$ cat src/rtl/comp_search.sv
// rtl/comp_search.sv - binary search driver for an external 3-way comparator
// Narrows [lo,hi] around the target using x/y/z responses; all outputs registered.
module comp_search #(
  parameter int WIDTH = 4
) (
  input  logic             clk,
  input  logic             rst_n,
  input  logic             start,
  output logic [WIDTH-1:0] guess,
  output logic             req,
  input  logic             ack,
  input  logic             x,
  input  logic             y,
  input  logic             z,
  output logic             busy,
  output logic             done,
  output logic             found,
  output logic [WIDTH-1:0] result,
  output logic             err,
  output logic [3:0]       steps
);

  localparam logic [1:0] S_IDLE  = 2'd0;
  localparam logic [1:0] S_ISSUE = 2'd1;
  localparam logic [1:0] S_WAIT  = 2'd2;
  localparam logic [1:0] S_DONE  = 2'd3;

  localparam logic [WIDTH-1:0] MAXV = '1;
  localparam logic [WIDTH-1:0] ONE  = WIDTH'(1);

  logic [1:0]       state;
  logic [WIDTH-1:0] lo, hi;
  logic [WIDTH:0]   sum;
  logic [WIDTH-1:0] mid, guess_inc, guess_dec;

  // Extra sum bit keeps lo+hi from wrapping before the halving.
  assign sum       = {1'b0, lo} + {1'b0, hi};
  assign mid       = WIDTH'(sum >> 1);
  assign guess_inc = guess + ONE;
  assign guess_dec = guess - ONE;

  always_ff @(posedge clk or negedge rst_n) begin
    if (!rst_n) begin
      state  <= S_IDLE;
      lo     <= '0;
      hi     <= MAXV;
      guess  <= '0;
      req    <= 1'b0;
      busy   <= 1'b0;
      done   <= 1'b0;
      found  <= 1'b0;
      result <= '0;
      err    <= 1'b0;
      steps  <= 4'd0;
    end else begin
      done <= 1'b0;
      case (state)
        S_IDLE: begin
          if (start) begin
            lo     <= '0;
            hi     <= MAXV;
            steps  <= 4'd0;
            found  <= 1'b0;
            err    <= 1'b0;
            result <= '0;
            busy   <= 1'b1;
            state  <= S_ISSUE;
          end
        end
        S_ISSUE: begin
          guess <= mid;
          req   <= 1'b1;
          state <= S_WAIT;
        end
        S_WAIT: begin
          if (ack) begin
            req <= 1'b0;
            if (steps != 4'd15) steps <= steps + 4'd1;
            // A bound update that empties the range means the responder lied.
            case ({x, y, z})
              3'b100: begin
                if (guess == MAXV || guess_inc > hi) begin
                  state <= S_DONE;
                  done  <= 1'b1;
                end else begin
                  lo    <= guess_inc;
                  state <= S_ISSUE;
                end
              end
              3'b010: begin
                if (guess == '0 || guess_dec < lo) begin
                  state <= S_DONE;
                  done  <= 1'b1;
                end else begin
                  hi    <= guess_dec;
                  state <= S_ISSUE;
                end
              end
              3'b001: begin
                result <= guess;
                found  <= 1'b1;
                state  <= S_DONE;
                done   <= 1'b1;
              end
              default: begin
                err   <= 1'b1;
                found <= 1'b0;
                state <= S_DONE;
                done  <= 1'b1;
              end
            endcase
          end
        end
        S_DONE: begin
          busy  <= 1'b0;
          state <= S_IDLE;
        end
        default: state <= S_IDLE;
      endcase
    end
  end

endmodule
$ cat config.mk
export PLATFORM = sky130hd
export DESIGN_NAME = comp_search
export DESIGN_NICKNAME = d
export VERILOG_FILES = /design/src/rtl/comp_search.sv
export SDC_FILE = /design/constraint.sdc
export NUM_CORES = 1
export LEC_CHECK = 0
export ABC_AREA = 1
export CAP_MARGIN = 20
export CORE_MARGIN = 3
export CORE_UTILIZATION = 56
export CTS_BUF_LIST = sky130_fd_sc_hd__clkbuf_8
export DETAILED_ROUTE_END_ITERATION = 10
export PLACE_DENSITY_LB_ADDON = 0.25
export SETUP_SLACK_MARGIN = 0.5
export SLEW_MARGIN = 20
export SYNTH_ARGS = -nofsm -noshare
export SYNTH_HDL_FRONTEND = slang
export SYNTH_SLANG_ARGS = --single-unit
export TNS_END_PERCENT = 50
$ cat constraint.sdc
create_clock -name clk -period 2.6 [get_ports clk]
set_input_delay 0.52 -clock clk [delete_from_list [all_inputs] [get_ports clk]]
set_output_delay 0.52 -clock clk [all_outputs]
set_load 0.02 [all_outputs]
== After elaboration in Yosys (flattened, before gate mapping) ==
Cells that the tools add are included.
W data, S select, Z words.

* Reduce and logical (&&, ||, !) cells: 18
* Magnitude comparators: 2
* Multiplexer cells: 38
* Add/sub/neg operators: 4
* Equal/unequal tests: 18

{| class="wikitable"
|+ Operators with widths
! operator !! count
|-
| $mux W4 || 12
|-
| $pmux W4 S2 || 4
|-
| $ne A2 B2 Y1 const B || 8
|-
| $reduce_and A4 Y1 || 4
|-
| $pmux W1 S2 || 6
|-
| $mux W1 || 10
|-
| $reduce_and A5 Y1 || 2
|-
| $add A4 B1 Y4 const B || 2
|-
| $mux W2 || 4
|-
| $pmux W2 S4 || 1
|-
| $reduce_and A2 Y1 || 3
|-
| $reduce_bool A2 Y1 || 3
|-
| $add A4 B4 Y5 || 1
|-
| $eq A2 B2 Y1 const B || 2
|-
| $eq A4 B4 Y1 const B || 1
|-
| $gt A4 B4 Y1 || 1
|-
| $logic_not A4 Y1 || 1
|-
| $lt A4 B4 Y1 || 1
|-
| $ne A2 B1 Y1 const B || 2
|-
| $ne A4 B4 Y1 const B || 1
|-
| $pmux W2 S2 || 1
|-
| $sub A4 B1 Y4 const B || 1
|-
| $eq A3 B1 Y1 const B || 1
|-
| $eq A3 B2 Y1 const B || 1
|-
| 6 further kinds || 7
|}

* Output and inout bits: 17
* Flip-flop bits (word level): 27
* Bits of input ports: 7
* Word-level logic and storage cells: 91

== Depth between registers and ports, before layout ==
Gate-level depths: netlist of run 1.

* Depth in word-level cells: 7
* Depth in mapped cells: 15
* Gate-level depth less buffers: 15

== Least setup slack after synthesis of run 1 ==
OpenSTA, ideal clock, no wires.

* Kind: register to register
* Start point: reg guess[0]
* End point: reg state[1]
* Cell stages (with the launch flop): 15
* Data arrival time: 1.834 ns
* Required time: 2.480 ns
* Clock period less this slack: 1.955 ns
* Slack: 0.645 ns
* Library setup time: 0.120 ns
* Path buffers: 0
* Cells stage by stage: dfrtp_1 -> inv_1 -> ha_1 -> xnor2_1 -> inv_1 -> ha_1 -> nand2_1 -> inv_1 -> nand2_1 -> nand2_1 -> nand2_1 -> nand2_1 -> nand2_1 -> nand2_1 -> nand2_1

* Cells in the longest elaborated chain, start to end: 7
* Elaborated cells on any way between the ends: 13

{| class="wikitable"
|+ RTL lines
! item !! RTL line !! source
|-
| start: declaration || 9 || <nowiki>output logic [WIDTH-1:0] guess,</nowiki>
|-
| start signal: assignment || 71 || <nowiki>guess <= mid;</nowiki>
|-
| $sub A4 B1 Y4 / $add A4 B1 Y4 (equally long branches) || 40, 39 ||
|-
| $lt A4 B4 Y1 / $gt A4 B4 Y1 (equally long branches) || 91, 82 ||
|-
| $logic_or A1 B1 Y1, on equally long branches || 91, 82 ||
|-
| $mux W2, on equally long branches || 91, 82 ||
|-
| $pmux W2 S2 (*) || 80 || <nowiki>case ({x, y, z})</nowiki>
|-
| $mux W2 (*) || 76 || <nowiki>if (ack) begin</nowiki>
|-
| $pmux W2 S4 (*) || 57 || <nowiki>case (state)</nowiki>
|-
| end signal: assignment || 83 || <nowiki>state <= S_DONE;</nowiki>
|-
| end signal: assignment || 92 || <nowiki>state <= S_DONE;</nowiki>
|-
| end signal: assignment || 96 || <nowiki>state <= S_ISSUE;</nowiki>
|-
| end: declaration || 31 || <nowiki>logic [1:0] state;</nowiki>
|}

Mark *: on every way between the ends. The rest lies on a longest branch, timed or not. The select of a mux whose other input is x is not followed.
A chain may end at the register's enable or synchronous reset.

== Worst setup path after layout of run 1 ==
* Start point: reg guess[3]
* End point: out guess[3]

No word-level cell between the ends.

==> flow_summary.yaml, run 1 <==
run_status:
  status: "complete, no violations"
routing:
  routed_wl_um: 3620
  via_per_inst: 5.32
  drcViolationCount: 0
  drtAntennaViolNets: 0
  vias: 1379
  firstDrtPassIters: 4
  wl_per_cell_um: 14.0
  drtIter0Drc: 49
worst_setup_path:
  worst_ep_required_time_ps: 2080
  r2r_slack_ps: 660
  cp-end-kind: "primary output"
  endpoint: "guess[3]"
  r2r.worst_path.cells: 14
  crit_buf_inv: 1
  crit_type: "flip-flop to primary output"
  path_cells: "clkdlybuf4s50_1"
  r2r_start: "guess[2]"
  slowest_delay_ps: 660
  r2r_end: "state[1]"
  crit_path_start: "guess[3]"
  cpLargestDelayFamily: "buffers and inverters"
  arrival_ps: 1460
  cp.depth: 1
  critical-path-slowest-cell: "clkdlybuf4s50_1"
  crit_path_max_fanout: 7
  startpoint_type: "flip-flop"
global_routing:
  grt.total_usage_pct: 21.9
  grt_max_degree: 28
  antenna_found_initial: 0
  overflow: 0
  grt_pass1_wl_um: 5850
  grt_pass1_vias: 1258
timing:
  slew_headroom_pct: 75.3
  rsz0062_at_grt: "true"
  final_hold_viol_count: 0
  worst_slew_pin_slew_ps: 369
  skew_ps: 0.924
  fin_crit_sh_pct: 76.0
  finalSetupTns_ps: 0
  period_minus_slack_ps: 1980
  setup_viol: 0
  max_clock_freq_mhz: 506
  drv_slew: 0
layout:
  n_antenna_cell: 0
  layout_common_cells: "46 x nand2_1, 28 x inv_1, 23 x nor2_1, 23 x clkdlybuf4s50_1, 21 x dfrtp_1"
  fin_nets: 251
  syn2layout_area_growth_pct: 18.9
  drive_gt1_share_pct: 10.5
  final_common_cell: "nand2_1"
run:
  max_cap_viol_count: 0
floorplanning:
  design.core.area_sq_um: 2780
  chipWidth_um: 60.5
  die_h_um: 60.5
  die_area_sq_um: 3660
  initial_core_util_pct: 59.7
  num_rows: 19
  ios: 24
cts:
  root_buffer: "clkbuf_8"
  cts-hold-fix-buffers: 0
  clkSinkCount: 27
  cts.repair.resized: 0
  h-tree-depth: 1
  cts_tree: "built"
  clk_latency_ps: 270
  clk_pin_slew_ps: 90
  cts_buffers: 3
  cts_buffer_depth: 2
  post-cts-setup-buffers: 0
placement:
  portBuffers: 23
  place_congestion: 0.902
  dp.final_hpwl_um: 2790
power:
  peakVddDrop_mv: 0.860
  p_leak_nw: 0.994
  power_mw: 2.52
  power_density_nw_per_um2: 1280
synth:
  yosysSeqAreaShare_pct: 41.0
  yosysWarnings: 0
  synth_nets: 224
  syn_area_sq_um: 1660
  synthDistinctLibCells: 27
  syn-instance-count: 202
  synth-seq-cells: 27
  syn_area_per_cell_sq_um: 8.23
min_path:
  hold_path.class: "flip-flop to flip-flop"
  hold_depth: 2
[worst min-delay path by stage]
stage	slack (ps)	start	end
finish	480	req	req
global route	520	result[3]	result[3]
CTS	480	req	req
detailed placement	460	req	req
global placement	460	req	req
floorplan	220	rst_n	busy
[worst register-to-register path, delay by kind of cell (launching register included)]
| family | cells | cell delay, ps |
|---|---|---|
| and+or+nand+nor | 9 | 630 |
| adders and majority gates | 1 | 300 |
| DFF | 1 | 480 |
| buffers and inverters | 3 | 260 |
| xor gates and xnor gates | 1 | 150 |
[cell usage after synthesis]
library cell | instances | share of area, %
nand2_4 | 3 | 2.0
ha_1 | 14 | 11
dfstp_2 | 4 | 6.3
dfrtp_1 | 23 | 35
nand3_1 | 12 | 3.6
xnor2_1 | 1 | 0.53
nand3_2 | 1 | 0.60
o31ai_1 | 3 | 1.4
nor2_8 | 1 | 1.2
inv_2 | 2 | 0.45
nand3_4 | 2 | 2.1
o21ai_0 | 8 | 2.4
nand4_1 | 3 | 1.1
o21a_1 | 1 | 0.45
o21ai_2 | 1 | 0.53
fa_1 | 1 | 1.2
nor2_1 | 23 | 5.2
nand2_2 | 1 | 0.38
xor2_1 | 2 | 1.1
a21oi_1 | 12 | 3.6
buf_2 | 1 | 0.30
nand2_1 | 46 | 10
nor3_1 | 5 | 1.5
inv_1 | 29 | 6.6
nand2_8 | 1 | 1.2
clkbuf_2 | 1 | 0.30
a31oi_1 | 1 | 0.38
[per-layer routing]
metal  track usage, %  vias to the layer above  wire length (um)
li1                 -                      703                 -
met1             30.2                      650              1740
met5                0                        -                 0
met2             35.2                       22              1740
met3             2.55                        4                94
met4             8.67                        0                53
[kinds of logic after synthesis]
group / after synthesis / share of synthesized area (%)
flip-flops: 27 / 41.0
buffers and inverters: 33 / 7.60
adder cells (fa/ha/maj): 15 / 11.7
AO/OA/AOI/OAI: 26 / 8.74
XOR/XNOR: 3 / 1.58
AND/OR/NAND/NOR: 98 / 29.4
[sequential cells by signal (all words and copies together) (netlist names)]
register and cells:
found 1, lo 4, result 4, guess 4
busy 1, err 1, req 1, steps 4
hi 4, done 1, state 2
[final cells by class]
cell class | count | area, sq um
multi-input cells | 142 | 855
fillers | 225 | 806
flip-flops and latches | 27 | 683
repair buffers | 24 | 238
inverters | 31 | 116
clock buffers | 3 | 41.3
well taps | 31 | 38.8
clock inverters | 1 | 3.75
[power breakdown]
group / internal [mW] / leakage, nW / switching, mW
registers: 0.590 / 0.332 / 0.189
logic: 0.598 / 0.635 / 0.910
clock network: 0.106 / 0.0269 / 0.128
[through the flow]
stage	utilization (%)	cell area, sq um	worst slack (ps)	hold WS, ps	instances
5_1_grt	71.0	1980	496	523	259
4_1_cts	70.9	1970	544	484	259
3_5_place_dp	69.3	1930	565	463	255
6_report	71.0	1980	624	479	259
3_3_place_gp	69.3	1930	652	458	255
2_1_floorplan	-	1660	645	224	202
Note: power is estimated with default switching activity, not from simulation.
==> run 2, diff against run 1 <==
- clock period: 2.6 -> 1.9 ns (I/O delays scaled with it)
==> flow_summary.yaml, run 2 (same netlist as run 1, synthesis figures left out) <==
worst_setup_path:
  crit_type: "flip-flop to flip-flop"
  worst_ep_required_time_ps: 2110
  crit_path_max_fanout: 5
  arrival_ps: 2180
  r2r_end: "hi[1]"
  startpoint_type: "flip-flop"
  crit_path_start: "guess[0]"
  r2r_start: "guess[0]"
  r2r_slack_ps: -70
  cp-end-kind: "flip-flop"
  r2r.worst_path.cells: 13
floorplanning:
  die_h_um: 60.5
  num_rows: 19
  die_area_sq_um: 3660
  chipWidth_um: 60.5
  design.core.area_sq_um: 2780
  initial_core_util_pct: 59.7
  ios: 24
routing:
  drcViolationCount: 0
  wl_per_cell_um: 16.3
  vias: 1568
  via_per_inst: 5.70
  firstDrtPassIters: 5
  drtIter0Drc: 87
  routed_wl_um: 4480
  drtAntennaViolNets: 0
timing:
  rsz0062_at_grt: "true"
  setup_viol: 9
  fin_crit_sh_pct: 104
  worst_slew_pin_slew_ps: 412
  drv_slew: 0
  period_minus_slack_ps: 1970
  fin_ws_ps: -71.2
  max_clock_freq_mhz: 507
  finalSetupTns_ps: -363
  slew_headroom_pct: 72.5
  skew_ps: 6.74
  final_hold_viol_count: 0
power:
  p_int_mw: 2.29
  power_density_nw_per_um2: 1940
  p_comb_share_pct: 69.2
  pwr-share-seq_pct: 23.3
  p_clk_share_pct: 7.5
  sw_frac_of_total_pct: 49.4
  p_leak_nw: 1.24
  p_sw_mw: 2.23
  peakVddDrop_mv: 1.50
layout:
  n_antenna_cell: 0
  fin_nets: 267
  finish.utilization_pct: 83.9
  fin_area_sq_um: 2330
  final_common_cell: "nand2_1"
  drive_gt1_share_pct: 36.1
  syn2layout_area_growth_pct: 40.5
  layout_common_cells: "37 x nand2_1, 20 x inv_1, 19 x dfrtp_1, 17 x buf_4, 16 x nor2_1"
global_routing:
  grtUsageMet2_pct: 44.1
  grt_use_met1_pct: 33.0
  overflow: 0
  grt_max_degree: 28
  grt.total_usage_pct: 26.1
  grt_pass1_wl_um: 7160
  grt_pass1_vias: 1519
  use_met3_pct: 3.62
  grt_busiest_layer: "met2"
  antenna_found_initial: 0
cts:
  cts_buffer_depth: 2
  h-tree-depth: 1
  clk_pin_slew_ps: 100
  cts-hold-fix-buffers: 0
  clk_latency_ps: 280
  clkSinkCount: 27
  cts_buffers: 3
  cts_tree: "built"
  root_buffer: "clkbuf_8"
min_path:
  hold_path.class: "input pin to asynchronous set/reset pin"
run_status:
  violations: "negative setup slack"
  status: "finished with violations"
placement:
  place_congestion: 0.930
  dp.final_hpwl_um: 2970
  dpl-instance-area_sq_um: 2020
  portBuffers: 23
run:
  max_cap_viol_count: 0
run 2: changes by cell type in the layout (fill, tap and decap cells not counted), sizes merged:
| cell | previous run | this run |
|---|---|---|
| dlygate4sd2 | 0 | 1 |
| inv | 32 | 31 |
| dlymetal6s2s | 0 | 12 |
| clkdlybuf4s15 | 0 | 1 |
| clkbuf | 3 | 4 |
| clkinvlp | 0 | 1 |
| clkdlybuf4s50 | 23 | 6 |
| buf | 1 | 19 |
run 2: timing repair:
action	4_1_cts	5_1_grt
gates cloned	0	0
buffers inserted	11	2
gates resized for setup	28	39
pin swaps	12	21
setup endpoints to repair	30	35
run 2: worst max-delay path by stage:
stage / slack, ps / end
after floorplan: 150 / state[1]
after global placement: -60 / lo[2]
after detailed placement: -60 / state[1]
after CTS: 40 / state[1]
after global routing: -160 / done
final: -70 / hi[1]
run 2: power groups by stage:
| stage | clock [mW] | combinational, mW | sequential, mW |
|---|---|---|---|
| 2_1_floorplan | 0 | 1.42 | 1.19 |
| 3_3_place_gp | 0 | 2.24 | 1.04 |
| 3_5_place_dp | 0 | 2.31 | 1.05 |
| 4_1_cts | 0.343 | 2.73 | 1.04 |
| 5_1_grt | 0.357 | 3.40 | 1.10 |
| 6_report | 0.339 | 3.13 | 1.06 |
run 2: critical path, cell delays in order (launching register included):
cell and delay, ps:
dfrtp_2 470, inv_4 80, ha_4 170, xnor2_2 170
inv_2 80, ha_4 270, nand2_2 40, inv_2 60
nand2_2 70, nand2_4 90, nand3_4 110, nand2_4 130
nor2_2 30, nor2_1 120
run 2: per-layer routing:
metal	part of all wire, %	wire, um
met4	3.3	148
met1	39	1760
met5	0	0
met3	7.2	321
met2	50	2250
run 2: per-stage QoR:
step	power, mW	hold slack, ps	cells	setup slack [ps]
finish	4.52	462	275	-71.2
global route	4.85	493	275	-163
CTS	4.12	476	273	40.2
detailed placement	3.36	459	258	-56.3
global placement	3.28	454	258	-58.2
floorplan	2.61	84.4	202	153
run 2: layout make-up:
class                           instances  area [sq um]
Inverter                               31           121
Clock buffer                            3          41.3
Multi-Input combinational cell        142          1070
Clock inverter                          1          7.51
Tap cell                               31          38.8
Timing Repair Buffer                   40           373
Fill cell                             155           447
Sequential cell                        27           686
==> patch 1, RTL diff (flow settings as in run 1) <==
The parameter `WIDTH` goes from 4 to 6.
--- a/src/rtl/comp_search.sv
+++ b/src/rtl/comp_search.sv
@@ -1,7 +1,7 @@
 // rtl/comp_search.sv - binary search driver for an external 3-way comparator
 // Narrows [lo,hi] around the target using x/y/z responses; all outputs registered.
 module comp_search #(
-  parameter int WIDTH = 4
+  parameter int WIDTH = 6
 ) (
   input  logic             clk,
   input  logic             rst_n,
Ports: changed (resized guess and result); port bits go from 24 to 28. The function was not compared with the original's and may differ.
==> patch 1 against run 1 <==
Final cell count is 51% higher; critical endpoint is now lo[0]; final area is 54% higher; sequential cell count is 8 higher; critical path depth is 14 higher; setup slack worse by 210 ps; largest power group unchanged; area after synthesis is 38% higher; sequential power is 41% higher; routed wire length is 88% higher; highest routed layer unchanged; total power is 84% higher.
==> patch 1: results (changes against run 1) <==
Status = complete, no violations (unchanged)
Share of post-route cells with drive strength above 1 = 24.4% (was 10.5%)
Layout Nets = 371 (was 251)
Tot GR Track Use = 25.7% (was 21.9%)
Routed wire per std cell = 17.3 microns (was 14.0 microns)
Largest net degree at the start of global routing = 36 (was 28)
WL met2 = 3.32 mm (was 1.74 mm)
Total CTS buffers = 5 (was 3)
Sequential element share of the synthesized area = 38.6% (was 41.0%)
Synth unique cells = 33 (was 27)
Vias = 2,235 (was 1,379)
Synth Area in Compound Gates = 8.96% (was 8.73%)
Comb pwr = 3120 uW (was 1510 uW)
Static Leak = 0.00150 uW (was 0.000994 uW)
Initial antenna violation count = 0 (unchanged)
Vias in the first global route = 2,140 (was 1,258)
Sw Ratio = 50.8% (was 48.6%)
FF-to-FF setup slack = 410 ps (was 660 ps)
Max H-tree Level = 2 (was 1)
Maximum fanout along the worst path = 7 (unchanged)
RD Place Congestion = 0.970 (was 0.902)
First-pass GRT wire length = 9.89 mm (was 5.85 mm)
Iter 0 DRT Violations = 249 (was 49)
Part of the power in registers = 23.7% (was 30.9%)
Worst VDD drop = 0.829 mV (was 0.860 mV)
CTS Root Buffer Type = clkbuf_8 (unchanged)
WL met3 = 509 microns (was 94 microns)
Slew @ Worst Pin = 551 ps (was 369 ps)
Final hold slack = 482 ps (was 479 ps)
Final Skew = 5.62 ps (was 0.924 ps)
Post-Synth XOR/XNOR Area = 2.68% (was 1.58%)
R2R depth = 15 (was 14)
Reg-to-reg endpoint = lo[0] (was state[1])
Skew-Pair Late Insertion Delay = 290 ps (was 270 ps)
M1 wire length = 2.65 mm (was 1.74 mm)
Final HPWL DP = 4.14 mm (was 2.79 mm)
Post-synthesis adder-cell area fraction = 11.8% (was 11.7%)
FILL cells = 227 (was 225)
Hold Path Cell Cnt = 2 (unchanged)
Port Buffers = 27 (was 23)
Worst reg2reg startpoint = guess[1] (was guess[2])
Top cells by count, synth = nand2_1 (86), inv_1 (45), dfrtp_1 (29) (was nand2_1 (46), inv_1 (29), dfrtp_1 (23), nor2_1 (23), ha_1 (14))
Syn Nets = 327 (was 224)
TritonRoute pass-1 iters = 6 (was 4)
Cell-internal power = 2280 uW (was 1290 uW)
WP data arrival = 2380 ps (was 1460 ps)
Area contributors post-synth = dfrtp_1 (32%), nand2_1 (14%), ha_1 (11%), inv_1 (7.4%), dfstp_2 (6.9%) (was dfrtp_1 (35%), ha_1 (11%), nand2_1 (10%), inv_1 (6.6%), dfstp_2 (6.3%))
==> patch 1: worst max-delay path: stages (launching register included) <==
cell and delay (ps):
dfrtp_2 450, nand3_2 120, nor2_1 130, nand2_1 90, xor2_2 220, inv_2 80
ha_4 290, nand2_4 60, nor2_4 90, nand2_2 70, nand3_2 60, nand2_2 80
nand3_4 120, nand2_4 90, nand2_2 80, nand2_1 50
==> patch 1: worst max-delay path by stage <==
stage,end,startpoint,slack [ps]
2_1_floorplan,hi[5],guess[2],510
3_3_place_gp,lo[1],guess[0],230
3_5_place_dp,lo[3],guess[2],190
4_1_cts,hi[1],guess[2],490
5_1_grt,lo[1],guess[1],290
6_report,lo[0],guess[1],410
==> patch 1: what timing repair did <==
action | 4_1_cts | 5_1_grt
endpoints found under the hold margin | 0 | 0
endpoints found under the setup margin | 14 | 14
pin swaps | 11 | 12
buffers inserted | 12 | 3
gates resized for setup | 25 | 27
hold buffers | 0 | 0
==> patch 1: layout make-up <==
class                   instances  area [sq um]  share of cell area, %
multi-input cells             212          1420                   46.8
flip-flops and latches         35           888                   29.2
repair buffers                 43           394                   13.0
inverters                      46           183                   6.01
clock buffers                   5          68.8                   2.26
well taps                      48          60.1                   1.97
clock inverters                 3          23.8                  0.782
==> patch 1: metal layers <==
layer  track usage (%)  vias up
li1                  -     1033
met1              31.7     1046
met2              40.7      120
met4              14.3        0
met5                 0        -
met3              6.62       36
==> patch 1: per-stage QoR <==
stage	cells	instance area, sq um	worst slack, ps
global placement	369	2600	225
CTS	389	2890	487
finish	392	3040	410
detailed placement	369	2600	190
floorplan	299	2300	506
global route	392	3040	292
==> patch 2, RTL diff (settings of run 1) <==
Made on the original files. Register the output `err` once more, with the module's reset; this adds one clock of latency there. The other outputs are not delayed to match.
--- a/src/rtl/comp_search.sv
+++ b/src/rtl/comp_search.sv
@@ -28,6 +28,8 @@
   localparam logic [WIDTH-1:0] MAXV = '1;
   localparam logic [WIDTH-1:0] ONE  = WIDTH'(1);
 
+  logic err_s0;
+
   logic [1:0]       state;
   logic [WIDTH-1:0] lo, hi;
   logic [WIDTH:0]   sum;
@@ -50,7 +52,7 @@
       done   <= 1'b0;
       found  <= 1'b0;
       result <= '0;
-      err    <= 1'b0;
+      err_s0 <= 1'b0;
       steps  <= 4'd0;
     end else begin
       done <= 1'b0;
@@ -61,7 +63,7 @@
             hi     <= MAXV;
             steps  <= 4'd0;
             found  <= 1'b0;
-            err    <= 1'b0;
+            err_s0 <= 1'b0;
             result <= '0;
             busy   <= 1'b1;
             state  <= S_ISSUE;
@@ -103,7 +105,7 @@
                 done   <= 1'b1;
               end
               default: begin
-                err   <= 1'b1;
+                err_s0 <= 1'b1;
                 found <= 1'b0;
                 state <= S_DONE;
                 done  <= 1'b1;
@@ -120,4 +122,12 @@
     end
   end
 
+  always_ff @(posedge clk or negedge rst_n) begin
+    if (!rst_n) begin
+      err <= '0;
+    end else begin
+      err <= err_s0;
+    end
+  end
+
 endmodule
Check against the original RTL: not equivalent (a bounded check fails within 4 cycles, from zero or initial values and one cycle with rst_n low).
==> patch 2 against run 1 <==
Final area rose by 3.7%; sequential cell count up 1; routed wire length rose by 1.4%; sequential power rose by 3.6%; total power up 6.4%; core utilization grew 2.0 points; die area rose by 0.35%; synthesized cell count up 5.0%; setup slack got worse by 15 ps; worst hold slack lost 79 ps; area after synthesis up 0.38%; largest cell class unchanged.
==> patch 2: results (changes against run 1) <==
RD Place Congestion = 0.884 (was 0.902)
Syn Nets = 234 (was 224)
Area contributors post-synth = dfrtp_1 (36%), nand2_1 (15%), ha_1 (11%), dfstp_2 (6.3%), inv_1 (6.3%) (was dfrtp_1 (35%), ha_1 (11%), nand2_1 (10%), inv_1 (6.6%), dfstp_2 (6.3%))
Status = complete, no violations (unchanged)
Slew HR = 67.4% (was 75.3%)
First-pass GRT wire length = 5.82 mm (was 5.85 mm)
Synth unique cells = 24 (was 27)
Static Leak = 0.00104 uW (was 0.000994 uW)
Min-delay src = err_s0 (was req)
Top cells by count, synth = nand2_1 (67), inv_1 (28), dfrtp_1 (24) (was nand2_1 (46), inv_1 (29), dfrtp_1 (23), nor2_1 (23), ha_1 (14))
Invs w/o clock = 30 (was 31)
Largest net degree at the start of global routing = 29 (was 28)
PostCTS Resize Cnt = 1 (was 0)
Iter 0 DRT Violations = 53 (was 49)
#MultiIn Comb = 152 (was 142)
# clock sinks = 28 (was 27)
Worst reg2reg startpoint = guess[1] (was guess[2])
Total Wirelength = 3.67 mm (was 3.62 mm)
Share of post-route cells with drive strength above 1 = 12.9% (was 10.5%)
Maximum fanout along the worst path = 6 (was 7)
Sequential element share of the synthesized area = 42.3% (was 41.0%)
Final Skew = 7.75 ps (was 0.924 ps)
Storage element area = 709 sq um (was 683 sq um)
Worst VDD drop = 0.776 mV (was 0.860 mV)
Via-to-Cell Ratio = 5.43 (was 5.32)
FILL cells = 215 (was 225)
[patch 2: cell types whose count changed after synthesis, moves of 3 or more]
cell	run 1	this run
nand3_1	12	19
nand2_4	3	0
nor3_1	5	2
nand2_1	46	67
o21ai_1	0	3
o21ai_0	8	12
a21oi_1	12	6
nor2_1	23	14
[patch 2: report_power, final]
part | switching, uW | internal (uW) | leakage, uW
registers | 175 | 631 | 0.000350
logic | 927 | 607 | 0.000655
clock network | 134 | 206 | 0.0000357
total | 1240 | 1440 | 0.00104
[patch 2: logic make-up after synthesis]
kind of cell | after synthesis | share of synthesized area [%]
and+or+nand+nor | 110 | 27.6
buffers and inverters | 32 | 8.25
DFF | 28 | 42.3
AOI/OAI and AO/OA | 26 | 9.60
adders and majority gates | 15 | 11.7
xor gates and xnor gates | 1 | 0.525
[patch 2: through the flow]
| step | worst slack [ps] | cells | instance area (sq um) |
|---|---|---|---|
| 4_1_cts | 512 | 271 | 2010 |
| 3_3_place_gp | 499 | 265 | 1920 |
| 5_1_grt | 459 | 272 | 2050 |
| 2_1_floorplan | 543 | 212 | 1670 |
| 6_report | 609 | 272 | 2050 |
| 3_5_place_dp | 458 | 265 | 1920 |
[patch 2: final timing paths]
path / end / slack (ps) / cells after the start
worst max-delay path: guess[3] / 610 / 1
worst min-delay path: err / 400 / 0
worst max register to register: lo[1] / 620 / 12
worst min register to register: err / 400 / 0
max in group asynchronous: hi[1] / 1670 / 2
min in group asynchronous: result[1] / 620 / 2
[patch 2: routing by layer]
metal | part of all wire [%] | wire length, microns | vias up | global-route usage [%]
met2 | 47 | 1730 | 45 | 34.8
met4 | 2.0 | 72 | 0 | 8.67
met5 | 0 | 0 | - | 0
met1 | 45 | 1660 | 684 | 27.3
li1 | - | - | 740 | -
met3 | 5.6 | 206 | 8 | 5.32
